==> src/rtl/fp_pkg.sv <==
// Shared types and constants for the pipelined single-precision adder.
// Latency: n/a (types and constants only).
// Backpressure: n/a.
package fp_pkg;

  localparam int EXP_W = 8;
  localparam int MAN_W = 23;
  localparam int SIG_W = MAN_W + 1;   // significand with hidden bit
  localparam int ALN_W = SIG_W + 3;   // aligned field {sig, G, R, S}
  localparam int SUM_W = ALN_W + 1;   // adder result with carry kept

  localparam int               EXP_BIAS = 127;
  localparam logic [EXP_W-1:0] EXP_MAX  = 8'hFF;
  localparam logic [31:0]      QNAN     = 32'h7FC00000;

  typedef struct packed {
    logic             sign;
    logic [EXP_W-1:0] exp;
    logic [MAN_W-1:0] man;
  } fp_t;

  // Align-stage payload: larger operand A plus B already shifted to A's exponent.
  typedef struct packed {
    logic             sign;
    logic             eff_sub;
    logic [EXP_W-1:0] exp;
    logic [SIG_W-1:0] sig;
    logic [ALN_W-1:0] sig_b;
    logic             is_nan;
    logic             is_inf;
    logic             is_zero;
  } s1_t;

  // Add-stage payload: raw sum with carry bit and guard/round/sticky.
  typedef struct packed {
    logic             sign;
    logic [EXP_W-1:0] exp;
    logic [SIG_W:0]   sig;
    logic [2:0]       grs;
    logic             is_nan;
    logic             is_inf;
    logic             is_zero;
  } s2_t;

endpackage

==> src/rtl/fp_lzc.sv <==
// Leading-zero counter for the normalize stage; all-zero input returns W.
// Latency: combinational.
// Backpressure: none (pure function of din).
module fp_lzc #(
  parameter int W  = 28,
  parameter int CW = $clog2(W + 1)
) (
  input  logic [W-1:0]  din,
  output logic [CW-1:0] cnt
);

  // Highest set bit wins because later loop iterations overwrite earlier ones.
  always_comb begin
    cnt = CW'(W);
    for (int i = 0; i < W; i++) begin
      if (din[i]) cnt = CW'(W - 1 - i);
    end
  end

endmodule

==> src/rtl/fp_add_pipe.sv <==
// Three-stage IEEE-754 single adder (align, add, normalize/round); macro FP_ROUND_NEAREST_EN selects RNE, else truncate.
// Latency: 3 cycles from input transfer to out_valid; throughput 1/cycle.
// Backpressure: whole pipe stalls when out_valid & !out_ready; in_ready = !out_valid | out_ready.
module fp_add_pipe
  import fp_pkg::*;
(
  input  logic        clk,
  input  logic        rst,
  input  logic        in_valid,
  output logic        in_ready,
  input  logic [31:0] X0,
  input  logic [31:0] Y0,
  output logic        out_valid,
  input  logic        out_ready,
  output logic [31:0] R
);

  localparam int WIDE_W = SIG_W + ALN_W - 1;
  localparam int LZ_W   = $clog2(SUM_W + 1);

  logic adv;
  assign adv      = !out_valid | out_ready;
  assign in_ready = adv;

  // ---------------- S1: classify, swap, align ----------------
  fp_t              x, y, a, b;
  logic             x_zero, y_zero, x_inf, y_inf, x_nan, y_nan, swap;
  logic [SIG_W-1:0] sig_a, sig_b;
  logic [EXP_W-1:0] d;
  logic [WIDE_W-1:0] shifted;
  s1_t              s1_d, s1;
  logic             s1_vld;

  assign x = X0;
  assign y = Y0;

  // Operand classification, magnitude swap and right shift of the smaller significand.
  always_comb begin
    x_zero  = (x.exp == '0);
    y_zero  = (y.exp == '0);
    x_inf   = (x.exp == EXP_MAX) && (x.man == '0);
    y_inf   = (y.exp == EXP_MAX) && (y.man == '0);
    x_nan   = (x.exp == EXP_MAX) && (x.man != '0);
    y_nan   = (y.exp == EXP_MAX) && (y.man != '0);
    swap    = {y.exp, y.man} > {x.exp, x.man};
    a       = swap ? y : x;
    b       = swap ? x : y;
    // Zero exponent means zero: denormal fractions are dropped here.
    sig_a   = (a.exp == '0) ? '0 : {1'b1, a.man};
    sig_b   = (b.exp == '0) ? '0 : {1'b1, b.man};
    d       = a.exp - b.exp;
    shifted = {sig_b, {(ALN_W-1){1'b0}}} >> d;

    s1_d.sign    = a.sign;
    s1_d.eff_sub = a.sign ^ b.sign;
    s1_d.exp     = a.exp;
    s1_d.sig     = sig_a;
    if (d >= EXP_W'(ALN_W - 1))
      s1_d.sig_b = {{(ALN_W-1){1'b0}}, |sig_b};
    else
      s1_d.sig_b = {shifted[WIDE_W-1 -: ALN_W-1], |shifted[SIG_W-1:0]};
    s1_d.is_nan  = x_nan | y_nan | (x_inf & y_inf & (x.sign ^ y.sign));
    s1_d.is_inf  = (x_inf | y_inf) & ~s1_d.is_nan;
    s1_d.is_zero = x_zero & y_zero;
  end

  // ---------------- S2: add / subtract ----------------
  logic [SUM_W-1:0] op_a, op_b, sum;
  s2_t              s2_d, s2;
  logic             s2_vld;

  // A has the larger magnitude, so the subtraction never goes negative.
  always_comb begin
    op_a = {1'b0, s1.sig, 3'b000};
    op_b = {1'b0, s1.sig_b};
    sum  = s1.eff_sub ? (op_a - op_b) : (op_a + op_b);

    s2_d.exp     = s1.exp;
    s2_d.sig     = sum[SUM_W-1:3];
    s2_d.grs     = sum[2:0];
    s2_d.is_nan  = s1.is_nan;
    s2_d.is_inf  = s1.is_inf;
    s2_d.is_zero = s1.is_zero | (sum == '0);
    // Exact cancellation gives +0; only (-0)+(-0) keeps the minus sign.
    s2_d.sign    = (sum == '0) ? (s1.sign & ~s1.eff_sub) : s1.sign;
  end

  // ---------------- S3: normalize, round, pack ----------------
  logic [SUM_W-1:0] sum2;
  logic [LZ_W-1:0]  lz, sh;
  logic [ALN_W-1:0] norm;
  logic [9:0]       exp_n, exp_f;
  logic             underflow, round_up;
  logic [SIG_W-1:0] man_rnd;
  logic [31:0]      res;

  assign sum2 = {s2.sig, s2.grs};

  fp_lzc #(.W(SUM_W)) u_lzc (
    .din (sum2),
    .cnt (lz)
  );

`ifndef FP_ROUND_NEAREST_EN
  // Guard bits carry no weight when truncating.
  logic [2:0] unused_grs;
  assign unused_grs = norm[2:0];
`endif

  // Normalize to a leading one at the top of the 27-bit field, then round and pack.
  always_comb begin
    sh        = lz - LZ_W'(1);
    underflow = 1'b0;
    if (sum2[SUM_W-1]) begin
      norm  = {sum2[SUM_W-1:2], |sum2[1:0]};
      exp_n = {2'b00, s2.exp} + 10'd1;
    end else begin
      norm      = sum2[ALN_W-1:0] << sh;
      exp_n     = {2'b00, s2.exp} - {{(10-LZ_W){1'b0}}, sh};
      underflow = ({{(EXP_W-LZ_W){1'b0}}, sh} >= s2.exp);
    end

`ifdef FP_ROUND_NEAREST_EN
    round_up = norm[2] & (norm[1] | norm[0] | norm[3]);
`else
    round_up = 1'b0;
`endif
    man_rnd = {1'b0, norm[ALN_W-2 -: MAN_W]} + {{MAN_W{1'b0}}, round_up};
    // Rounding carry out of the mantissa leaves man=0 and bumps the exponent.
    exp_f   = exp_n + {9'b0, man_rnd[MAN_W]};

    res = {s2.sign, exp_f[EXP_W-1:0], man_rnd[MAN_W-1:0]};
    if (s2.is_nan)
      res = QNAN;
    else if (s2.is_inf)
      res = {s2.sign, EXP_MAX, {MAN_W{1'b0}}};
    else if (s2.is_zero || underflow)
      res = {s2.sign, {(31){1'b0}}};
    else if (exp_f >= 10'd255)
      res = {s2.sign, EXP_MAX, {MAN_W{1'b0}}};
  end

  // Stage registers: everything moves together on adv, bubbles travel as valid=0.
  always_ff @(posedge clk or posedge rst) begin
    if (rst) begin
      s1_vld    <= 1'b0;
      s1        <= '0;
      s2_vld    <= 1'b0;
      s2        <= '0;
      out_valid <= 1'b0;
      R         <= 32'h0;
    end else if (adv) begin
      s1_vld    <= in_valid;
      if (in_valid) s1 <= s1_d;
      s2_vld    <= s1_vld;
      if (s1_vld) s2 <= s2_d;
      out_valid <= s2_vld;
      if (s2_vld) R <= res;
    end
  end

endmodule

==> config.mk <==
export PLATFORM = sky130hd
export DESIGN_NAME = fp_add_pipe
export DESIGN_NICKNAME = d
export VERILOG_FILES = /design/src/rtl/fp_pkg.sv /design/src/rtl/fp_lzc.sv /design/src/rtl/fp_add_pipe.sv
export SDC_FILE = /design/constraint.sdc
export NUM_CORES = 1
export LEC_CHECK = 0
export CAP_MARGIN = 25
export CORE_MARGIN = 2
export CORE_UTILIZATION = 60
export CTS_CLUSTER_SIZE = 20
export DETAILED_ROUTE_END_ITERATION = 8
export GPL_TIMING_DRIVEN = 0
export HOLD_SLACK_MARGIN = 0.06
export PLACE_DENSITY = 0.77
export SYNTH_ARGS = -nofsm -noshare
export SYNTH_HDL_FRONTEND = slang
export SYNTH_SLANG_ARGS = --single-unit
==> constraint.sdc <==
create_clock -name clk -period 14.95 [get_ports clk]
set_clock_uncertainty 0.1 [all_clocks]
set_input_delay 1.495 -clock clk [delete_from_list [all_inputs] [get_ports clk]]
set_output_delay 1.495 -clock clk [all_outputs]
set_load 0.01 [all_outputs]
==> key figures, run 1 <==
Outcome
  • Outcome: complete, no violations

Global route
  • Gr ovfl total: 0
  • Largest net degree at the start of global routing: approximately 100
  • Number of global-route vias before repair: around 14k
  • GRT Overall Usage: between 40% and 50%
  • Antenna violations before repair: 0
  • First-pass GRT wire length: approximately 77000 microns

Placed design
  • Port buffer count: between 100 and 150
  • Gp weighted congestion: about 1.1
  • Post-DP HPWL: 38420 microns
  • Post-Place Setup Slack: 6.250 ns

Clocking
  • CTS Hold Bufs: 0
  • Maximum clock path buffer count: 2
  • CTS tree: built
  • Clock transition at path regs: 0.07 ns
  • # resized after CTS: 0
  • Num CTS Buffers: 17
  • Clock Sinks: about 140
  • Clk root buf: clkbuf_16
  • Worst-Skew Late Latency: 0.44 ns
  • Post-CTS Setup Inserts: 0
  • H-tree Lvls: 4

Power
  • Power per cell area: 208.9 mW/mm^2
  • Max VDD drop: 137.6 uV
  • Static leakage: 0.006734 uW

Synth
  • YS warnings: 0
  • Syn avg cell area: approximately 8 sq um
  • Synthesized cell area: 0.01393 sq mm
  • Synth top area cells: dfrtp_1, ha_1, nand2_1
  • Ys flop type: dfrtp_1
  • Synth async-reset ratio: 100.0%
  • Post-synth EDFFs: 0
  • Library cells used by synthesis: 90
  • Syn Nets: ~1.9k
  • Post-Synthesis Cells: between 1.5k and 2k
  • Yosys top cell area share: 24.98%
  • Post-synthesis sequential area ratio: between 20% and 30%
  • Largest area contributor in the netlist: dfrtp_1
  • #FFs+latches synth: 139

Drt
  • Via-per-instance ratio: around 6.8
  • WL/cell: between 20 and 25 microns
  • Routed Antenna Nets: 0
  • TritonRoute pass-1 iters: 7
  • Drt initial violations: ~1.4k
  • Routed WL: ~49000 microns
  • Residual DRC: 0
  • DR vias: approximately 15k

Timing
  • Setup TNS: 0 ns
  • Max Freq: between 100 and 150 MHz
  • Max-slew violation count: 0
  • Crit path time final: roughly 8.4 ns
  • Crit share post-route: a little under three fifths
  • Hold WS: ~0.37 ns
  • RSZ-0062 raised after global routing: false
  • Least-Margin Pin Slew: ~1.1 ns
  • Rel. slew slack: a little over a quarter
  • Final setup fails: 0
  • Final worst slack: 6.554 ns
  • Final hold violation count: 0

Floorplan
  • Die Ht: 156.4 microns
  • Die ar.: approximately 0.024 sq mm
  • I/O pin count: 102
  • Row count: 55
  • Starting Density: between 60% and 70%
  • Core box area: roughly 0.023 sq mm
  • Die width: 156.4 microns

Setup path
  • Reg2Reg Depth: 23
  • Element type at the critical path end: flop
  • WP data required: between 15 and 20 ns
  • WP buf/inv: 5
  • CP Cell Sequence: clkdlybuf4s50_1 > inv_1 > ha_1 > nand4_1 > nor4_4 > and4b_4 > o21a_4 > nor2_1 > buf_2 > mux2i_1 > inv_1 > ha_1 > o31ai_1 > clkbuf_1 > a21bo_2 > a21oi_1 > a2111oi_0 > nand2_1 > nor2_1 > nand3_1 > o22ai_1
  • Max stage delay on crit path: ~0.76 ns
  • Data arrival, critical path: around 8.6 ns
  • Reg2reg start: s2[3]
  • CP max-delay cell: a2111oi_0
  • Family with the most delay on the worst path: simple AND/OR/NAND/NOR gates
  • R2R setup slack: 7.02 ns
  • Worst Setup Start Kind: input port
  • Crit Path Class: in2reg
  • CP Max Fanout: 10
  • Capture point of the worst reg-to-reg path: R[17]

Worst hold path
  • Hold depth: 2
  • Min-delay src: R[8]
  • Worst Hold Class: reg2reg
  • WHS Endpoint: R[8]

Layout
  • Layout cell share with drive strength beyond 1: between 7 and 8%
  • Final nets: 2024
  • Ant. Diodes: 0
  • Syn-to-layout area delta: 14.69%
  • Layout filler cell count: 1861

Run
  • Max-cap violations: 0
-- metrics by stage --
stage | total power (uW) | std cells | utilization [%] | area, sq um
after floorplan | 2139 | 1747 | - | 13930
after global placement | 2756 | 2133 | 67.35 | 15290
after detailed placement | 2788 | 2134 | 67.49 | 15330
after CTS | 3268 | 2166 | 70.34 | 15970
after global routing | 3532 | 2166 | 70.34 | 15970
final | 3336 | 2166 | 70.34 | 15970
-- synthesized netlist by cell type, drive strengths merged, types with 12 or more instances --
| master | instances |
|---|---|
| a22oi | 14 |
| nor4 | 30 |
| buf | 25 |
| o22ai | 32 |
| nor3 | 37 |
| mux4 | 37 |
| a211oi | 17 |
| nand2b | 15 |
| o21a | 15 |
| and3 | 15 |
| nor2 | 148 |
| nand3 | 38 |
| ha | 86 |
| clkbuf | 91 |
| nand4 | 19 |
| inv | 106 |
| o21ai | 148 |
| mux2i | 81 |
| o211ai | 19 |
| nand2 | 222 |
| xnor2 | 25 |
| o31ai | 30 |
| a21oi | 119 |
| dfrtp | 139 |
| xor2 | 12 |
| a21o | 16 |
| a31oi | 17 |
| mux2 | 28 |
-- power breakdown --
group | total (uW) | internal [uW] | switching, uW
sequential | 609 | 489 | 120
clock | 463 | 273 | 191
combinational | 2260 | 862 | 1400
-- cells in the final DEF, fill, tap and decap left out, types with 8 or more instances in the layout --
cell type          n
buf_2             15
clkbuf_1          91
a22oi_1           14
and3_1            15
inv_1            103
or3_1              8
o21ai_0          142
nand2_1          222
or4_1             10
nor4_1            27
mux2_2            28
a21oi_1          119
xor2_1            12
o21a_1            14
o221ai_1          10
a21o_1            16
o31ai_1           30
a211oi_1          17
o211ai_1          19
clkbuf_16         17
nand2b_1          14
nor2b_1           10
nor2_1           146
buf_1             10
a31oi_1           17
o22ai_1           32
nand4_1           18
clkdlybuf4s50_1  101
mux2i_1           81
dfrtp_1          139
xnor2_1           25
ha_1              86
mux4_2            37
nor3_1            37
nand3_1           37
-- cell type report --
cell class / count / area [sq um] / share of cell area [%]
buffer: 116 / 454.2 / 2.843
clock buffer: 17 / 425.4 / 2.663
clock inverter: 15 / 220.2 / 1.379
inverter: 108 / 410.4 / 2.569
multi-input combinational: 1384 / 9589 / 60.03
sequential: 139 / 3478 / 21.78
tap: 285 / 356.6 / 2.232
timing repair buffer: 102 / 1039 / 6.502
-- per-layer routing --
metal	vias up	global-route usage [%]	share of wire, %
li1	6700	-	-
met1	6853	45.72	36
met2	873	68.89	48
met3	237	5.428	7.1
met4	0	31.11	8.6
met5	-	0	0
-- sequential cells by signal, summed over array words and instances (netlist names) --
name	cells
op_a	24
s1	13
op_b	27
s2	40
out_valid	1
s2_vld	1
s1_vld	1
R	32
-- worst reg2reg max path: stages (launching register included) --
cell	delay (ns)
dfrtp_1	0.33
clkbuf_1	0.34
nand2b_1	0.10
a21oi_1	0.16
o21bai_1	0.07
a21oi_1	0.32
a2111o_1	0.28
a21oi_1	0.14
nor2_2	0.55
inv_1	0.39
ha_1	0.34
xnor2_1	0.52
clkinv_1	0.40
clkbuf_1	0.40
clkbuf_1	0.41
ha_1	0.46
a21o_1	0.25
maj3_1	0.40
o21ai_0	0.72
nand2b_1	0.31
nor2b_1	0.09
clkbuf_1	0.27
o21ai_0	0.29
o21ai_0	0.14
-- cells by family (layout without fill, tap and decap cells) --
kind of cell / after synthesis / after routing / share of synthesized area [%]
multiplexers: 146 / 146 / 14.07
AO/OA/AOI/OAI: 527 / 527 / 24.60
AND/OR/NAND/NOR: 584 / 584 / 19.70
flip-flops: 139 / 139 / 24.98
XOR/XNOR: 37 / 37 / 2.327
buffers and inverters: 224 / 358 / 6.172
adder cells (fa/ha/maj): 90 / 90 / 8.157
-- worst max path at each step --
| stage | startpoint | endpoint | slack (ns) | depth (start not counted) |
|---|---|---|---|---|
| global route | X0[10] | op_b[23] | 6.31 | 21 |
| global placement | X0[9] | op_b[0] | 6.35 | 24 |
| floorplan | X0[24] | op_b[0] | 8.13 | 21 |
| finish | X0[10] | op_b[23] | 6.55 | 21 |
| CTS | X0[9] | op_b[23] | 6.68 | 21 |
| detailed placement | X0[9] | op_b[0] | 6.25 | 24 |
Note: power is estimated with default switching activity, not from simulation.
==> run 2, diff against run 1 <==
Settings changed: CORE_UTILIZATION 60 to 55, PLACE_DENSITY 0.77 to 0.75.
Clock period 14.95 ns to 7.2 ns, I/O delays scaled along.
==> run 2 against run 1 <==
Compared with the run above:
- hold slack gained 0.00081 ns
- cell count grew 2.3%
- core utilization shrank 6.1 points
- worst setup slack lost 6.2 ns
- cell area grew 0.72%
- clock power grew 110%
- global-route usage shrank 1.7 points
- combinational power grew 110%
- non-clock buffer count grew 5
- first-iteration DRC count grew 9.7%
==> key figures, run 2 (synthesized netlist as in run 1, its figures left out) <==
Timing
  • Crit share post-route: around 95%
  • RSZ-0062 raised after global routing: false (unchanged)
  • Max-slew violation count: 0 (unchanged)
  • Max Freq: approximately 150 MHz
  • Final worst slack: 0.3262 ns (was 6.554 ns)
  • Final hold violation count: 0 (unchanged)
  • Final setup fails: 0 (unchanged)
  • Rel. slew slack: 34.89% (was 27.02%)
  • Hold WS: 0.3753 ns (was 0.3745 ns)
  • Crit path time final: between 6 and 7 ns
  • Least-Margin Pin Slew: 0.9677 ns (was 1.085 ns)

Power
  • Clk pwr share: 13.7% (was 13.9%)
  • NetSw: 3635 uW (was 1713 uW)
  • Max VDD drop: 425.1 uV (was 137.6 uV)
  • Reg power frac: 18.0% (was 18.2%)
  • Sw Ratio: 51.65% (was 51.34%)
  • Combinational Power Share: 68.3% (was 67.9%)
  • Power per cell area: 437.5 mW/mm^2 (was 208.9 mW/mm^2)
  • Static leakage: 0.006782 uW (was 0.006734 uW)
  • P_int: 3403 uW (was 1623 uW)

Setup path
  • Element type at the critical path end: flop (unchanged)
  • Family with the most delay on the worst path: simple AND/OR/NAND/NOR gates (unchanged)
  • Worst Setup Start Kind: input port (unchanged)
  • Data arrival, critical path: 7.13 ns (was 8.64 ns)
  • Capture point of the worst reg-to-reg path: R[5] (was R[17])
  • Reg2Reg Depth: 23 (unchanged)
  • Crit Path Class: in2reg (unchanged)
  • WP buf/inv: 5 (unchanged)
  • CP Cell Sequence: clkdlybuf4s50_1 > ha_1 > nand4_2 > nor4_4 > buf_4 > and4b_4 > o21a_4 > nor2_2 > buf_2 > mux2i_1 > inv_1 > ha_1 > or4_1 > buf_2 > a21oi_1 > nor2_1 > a2111oi_1 > nand2_1 > nor2_1 > nand3_1 > o22ai_1 (was clkdlybuf4s50_1 > inv_1 > ha_1 > nand4_1 > nor4_4 > and4b_4 > o21a_4 > nor2_1 > buf_2 > mux2i_1 > inv_1 > ha_1 > o31ai_1 > clkbuf_1 > a21bo_2 > a21oi_1 > a2111oi_0 > nand2_1 > nor2_1 > nand3_1 > o22ai_1)
  • Max stage delay on crit path: 0.82 ns (was 0.76 ns)
  • CP Max Fanout: 10 (unchanged)
  • WP data required: 7.45 ns (was 15.19 ns)
  • CP max-delay cell: a2111oi_1 (was a2111oi_0)
  • Reg2reg start: s2[3] (unchanged)
  • R2R setup slack: 0.38 ns (was 7.02 ns)

Placed design
  • Post-DP HPWL: 40520 microns (was 38420 microns)
  • Port buffer count: 101 (unchanged)
  • Gp weighted congestion: 1.061 (was 1.093)
  • Placed insts: 2179 (was 2134)
  • Post-Place Setup Slack: -0.7362 ns (was 6.250 ns)

Layout
  • Ant. Diodes: 0 (unchanged)
  • Layout filler cell count: 2263 (was 1861)
  • Commonest non-fill, non-tap cell in the layout: nand2_1 (unchanged)
  • Max reg flops: 40 (unchanged)
  • Layout cell share with drive strength beyond 1: 8.484% (was 7.602%)
  • Most flops, register: s2 (unchanged)
  • Final nets: 2029 (was 2024)
  • Fin cells: 2216 (was 2166)
  • Multi-input logic area: 0.009614 sq mm (was 0.009589 sq mm)
  • Syn-to-layout area delta: 15.52% (was 14.69%)
  • Register area: 0.003478 sq mm (unchanged)
  • Most frequent cells in the layout: nand2_1, nor2_1, o21ai_0, dfrtp_1, a21oi_1 (unchanged)

Outcome
  • Outcome: complete, no violations (unchanged)

Clocking
  • CTS tree: built (unchanged)
  • Clk root buf: clkbuf_16 (unchanged)
  • H-tree Lvls: 4 (unchanged)
  • Clock transition at path regs: 0.07 ns (about the same)
  • Maximum clock path buffer count: 2 (unchanged)
  • Clock Sinks: 139 (unchanged)
  • Worst-Skew Late Latency: 0.44 ns (about the same)
  • Num CTS Buffers: 17 (unchanged)

Drt
  • TritonRoute pass-1 iters: 5 (was 7)
  • Residual DRC: 0 (unchanged)
  • Drt initial violations: 1520 (was 1385)
  • WL/cell: 23.02 microns (was 22.40 microns)
  • Routed Antenna Nets: 0 (unchanged)
  • Via-per-instance ratio: 6.606 (was 6.770)
  • DR vias: 14.64k (was 14.66k)
  • Routed WL: 51000 microns (was 48510 microns)

Global route
  • Antenna violations before repair: 0 (unchanged)
  • Met1 Use GR: 43.26% (was 45.72%)
  • GRT Overall Usage: 38.61% (was 40.32%)
  • Largest net degree at the start of global routing: 75 (was 102)
  • Met3 Use GR: 4.952% (was 5.428%)
  • Grt met2 use: 68.88% (was 68.89%)
  • Busiest grt layer: met2 (unchanged)
  • Gr ovfl total: 0 (unchanged)
  • First-pass GRT wire length: 79100 microns (was 76650 microns)
  • Number of global-route vias before repair: 14.29k (was 14.46k)

Floorplan
  • I/O pin count: 102 (unchanged)
  • Die Ht: 163.1 microns (was 156.4 microns)
  • Core box area: 0.02504 sq mm (was 0.02271 sq mm)
  • Row count: 58 (was 55)
  • Die ar.: 0.02661 sq mm (was 0.02445 sq mm)
  • Die width: 163.1 microns (was 156.4 microns)
  • Starting Density: 55.63% (was 61.33%)

Worst hold path
  • Hold depth: 2 (unchanged)
  • Min-delay src: R[10] (was R[8])
  • Worst Hold Class: reg2reg (unchanged)
  • WHS Endpoint: R[10] (was R[8])

Run
  • Max-cap violations: 0 (unchanged)
run 2: worst max path at each step:
stage / to / slack (ns) / start / cells past startpoint
after floorplan: op_b[0] / 1.16 / X0[24] / 21
after global placement: op_b[0] / -0.69 / X0[9] / 25
after detailed placement: op_b[21] / -0.74 / X0[9] / 21
after CTS: op_b[0] / 0.05 / X0[9] / 26
after global routing: op_b[0] / 0.05 / X0[14] / 26
final: op_b[22] / 0.33 / Y0[13] / 21
run 2: worst register-to-register path, stage by stage (launching register included):
cell	delay (ns)
dfrtp_1	0.32
clkbuf_1	0.33
nor2_1	0.11
o31ai_1	0.23
a211oi_1	0.13
o311ai_0	0.69
a211oi_1	0.18
o31ai_1	0.23
nand2_1	0.09
ha_1	0.27
xnor2_2	0.37
clkinv_1	0.33
clkbuf_1	0.41
clkbuf_2	0.36
ha_1	0.40
a21o_1	0.24
a2111o_1	0.41
o211ai_1	0.12
o21ai_0	0.13
o2111ai_1	0.13
nand2_1	0.14
nor4_2	0.50
buf_2	0.36
o31ai_1	0.13
run 2: power groups by stage:
stage,Clock (uW),Combinational [uW],Sequential (uW)
6_report,964,4810,1270
5_1_grt,993,5150,1290
4_1_cts,958,4630,1250
3_5_place_dp,0,4580,1270
3_3_place_gp,0,4550,1250
2_1_floorplan,0,3240,1210
run 2: timing repair:
item | in CTS | in global routing
endpoints found under the setup margin | 44 | 45
hold buffers | 0 | 0
pin swaps | 0 | 2
resized for setup | 6 | 13
buffers inserted | 0 | 6
run 2: area by class of cell:
type / instances / area share (%)
Sequential cell: 139 / 21.62
Tap cell: 330 / 2.567
Clock inverter: 15 / 1.252
Multi-Input combinational cell: 1384 / 59.76
Timing Repair Buffer: 108 / 6.735
Buffer: 115 / 2.846
Inverter: 108 / 2.574
Clock buffer: 17 / 2.644
run 2: metrics by stage:
step                      power, uW  utilization, %  setup TNS [ns]  area [sq um]
after floorplan                4442               -               0         13930
after global placement         5804           61.31          -19.04         15350
after detailed placement       5852           61.44          -23.05         15380
after CTS                      6842           64.02               0         16030
after global routing           7429           64.26               0         16090
final                          7038           64.26               0         16090
run 2: routing by layer:
metal	share of wire, %	wire [microns]
met5	0	0
met4	7.3	3724
met3	6.7	3400
met2	49	25020
met1	37	18860
==> run 3, diff against run 2 <==
Settings changed: CTS_CLUSTER_DIAMETER from default to 100.
==> results of run 3 <==
Same layout as run 2: the final DEF is identical, and so are final timing and power.
==> patch: new RTL, flow settings as in run 2 <==
The option `FP_ROUND_NEAREST_EN` is turned on by a define.
--- a/src/rtl/fp_add_pipe.sv
+++ b/src/rtl/fp_add_pipe.sv
@@ -3,2 +3,4 @@
 // Backpressure: whole pipe stalls when out_valid & !out_ready; in_ready = !out_valid | out_ready.
+`define FP_ROUND_NEAREST_EN
+
 module fp_add_pipe
Formal check against the unedited RTL: not equivalent (a bounded check fails within 4 cycles, from zero or initial values and one cycle with rst high).
==> patch against run 2 <==
First-iteration DRC count up 18%; worst hold slack better by 0.010 ns; sequential share of layout area is 1.8 points lower; sequential cell count did not move; synthesized cell count rose by 6.3%; combinational power grew 21%; critical path depth rose by 3; setup slack got worse by 0.13 ns; total power grew 14%; final area increased by 8.9%; area after synthesis rose by 9.1%; wire length up 8.3%; via count rose by 8.5%; critical path type unchanged; critical endpoint is now op_b[0]; highest routed layer is now met5.
==> patch: results <==
run_status:
  status: "finished, final reports clean"
detailed_routing:
  wl_met2_mm: 24.4
  wl_per_cell_um: 23.6
  vias_per_cell: 6.79
  dr.max_layer_used: "met5"
  drt-met1-wl_mm: 23.7
  drt_iter0_drc: 1787
global_routing:
  grt_first_pass_wirelength_mm: 86.5
  grt_antenna_before_repair: 1
  use_met3: 0.0756
  grt_pass1_vias: 15200
logic_synthesis:
  syn_nets: 2018
  synth_cell_types: 108
  synth_top_cells_by_count: "nand2_1, nor2_1, dfrtp_1"
  synth_area_leaders: "dfrtp_1, ha_1, mux4_2, nand2_1, mux2i_1"
  netlist_instances: 1857
cells_and_area:
  drive_above_1_share: 0.118
place:
  place_congestion: 1.02
  pre_cts_ws_ns: -2.50
  placedCellCount: 2301
  place_area_um2: 16700
setup_path:
  critPathMaxFanout: 19
  crit_slowest_cell: "clkdlybuf4s50_1"
  cp.arrival_ns: 7.25
  max_stage_delay_ns: 0.58
power:
  p_leak_nw: 7.25
  ir_drop_v: 0.000272
  swShare: 0.520
-- patch: area by class of cell --
class / count / area [µm²]
inverter: 118 / 453
sequential: 139 / 3480
timing repair buffer: 112 / 1110
clock inverter: 14 / 173
tap: 341 / 427
multi-input combinational: 1476 / 10800
clock buffer: 18 / 439
buffer: 120 / 616
fill: 2379 / 9510
-- patch: worst max-delay path, delay by kind of cell --
kind,cells,cell delay (ns)
and+or+nand+nor,6,1.44
buffers and inverters,6,1.78
AOI/OAI and AO/OA,7,1.66
adders and majority gates,2,0.76
muxes,3,0.83
-- patch: path summary, 6_finish.rpt --
kind | from | to | slack, ns | cells after the start
worst max-delay path | X0[21] | op_b[0] | 0.20 | 24
worst min-delay path | R[31] | R[31] | 0.39 | 2
worst max register to register | s2[17] | R[22] | 0.40 | 27
worst min register to register | R[31] | R[31] | 0.39 | 2
max in group asynchronous | rst | R[8] | 5.57 | 3
min in group asynchronous | rst | op_b[14] | 0.58 | 2
-- patch: cells by family after synthesis --
logic type | share of synthesized area
buffers and inverters | 0.0688
flip-flops | 0.229
multiplexers | 0.134
AND/OR/NAND/NOR | 0.199
XOR/XNOR | 0.0345
adder cells (fa/ha/maj) | 0.0776
AO/OA/AOI/OAI | 0.258
-- patch: power groups by stage --
stage | Sequential [mW] | Clock, mW | Combinational, mW
2_1_floorplan | 1.22 | 0 | 4.00
3_3_place_gp | 1.27 | 0 | 5.44
3_5_place_dp | 1.28 | 0 | 5.47
4_1_cts | 1.27 | 0.943 | 5.57
5_1_grt | 1.31 | 0.979 | 6.24
6_report | 1.28 | 0.941 | 5.80
-- patch: timing repair --
| item | in CTS | in global routing |
|---|---|---|
| buffers inserted | 5 | 2 |
| pin swaps | 4 | 4 |
| setup endpoints to repair | 58 | 49 |
| gates resized for setup | 24 | 36 |
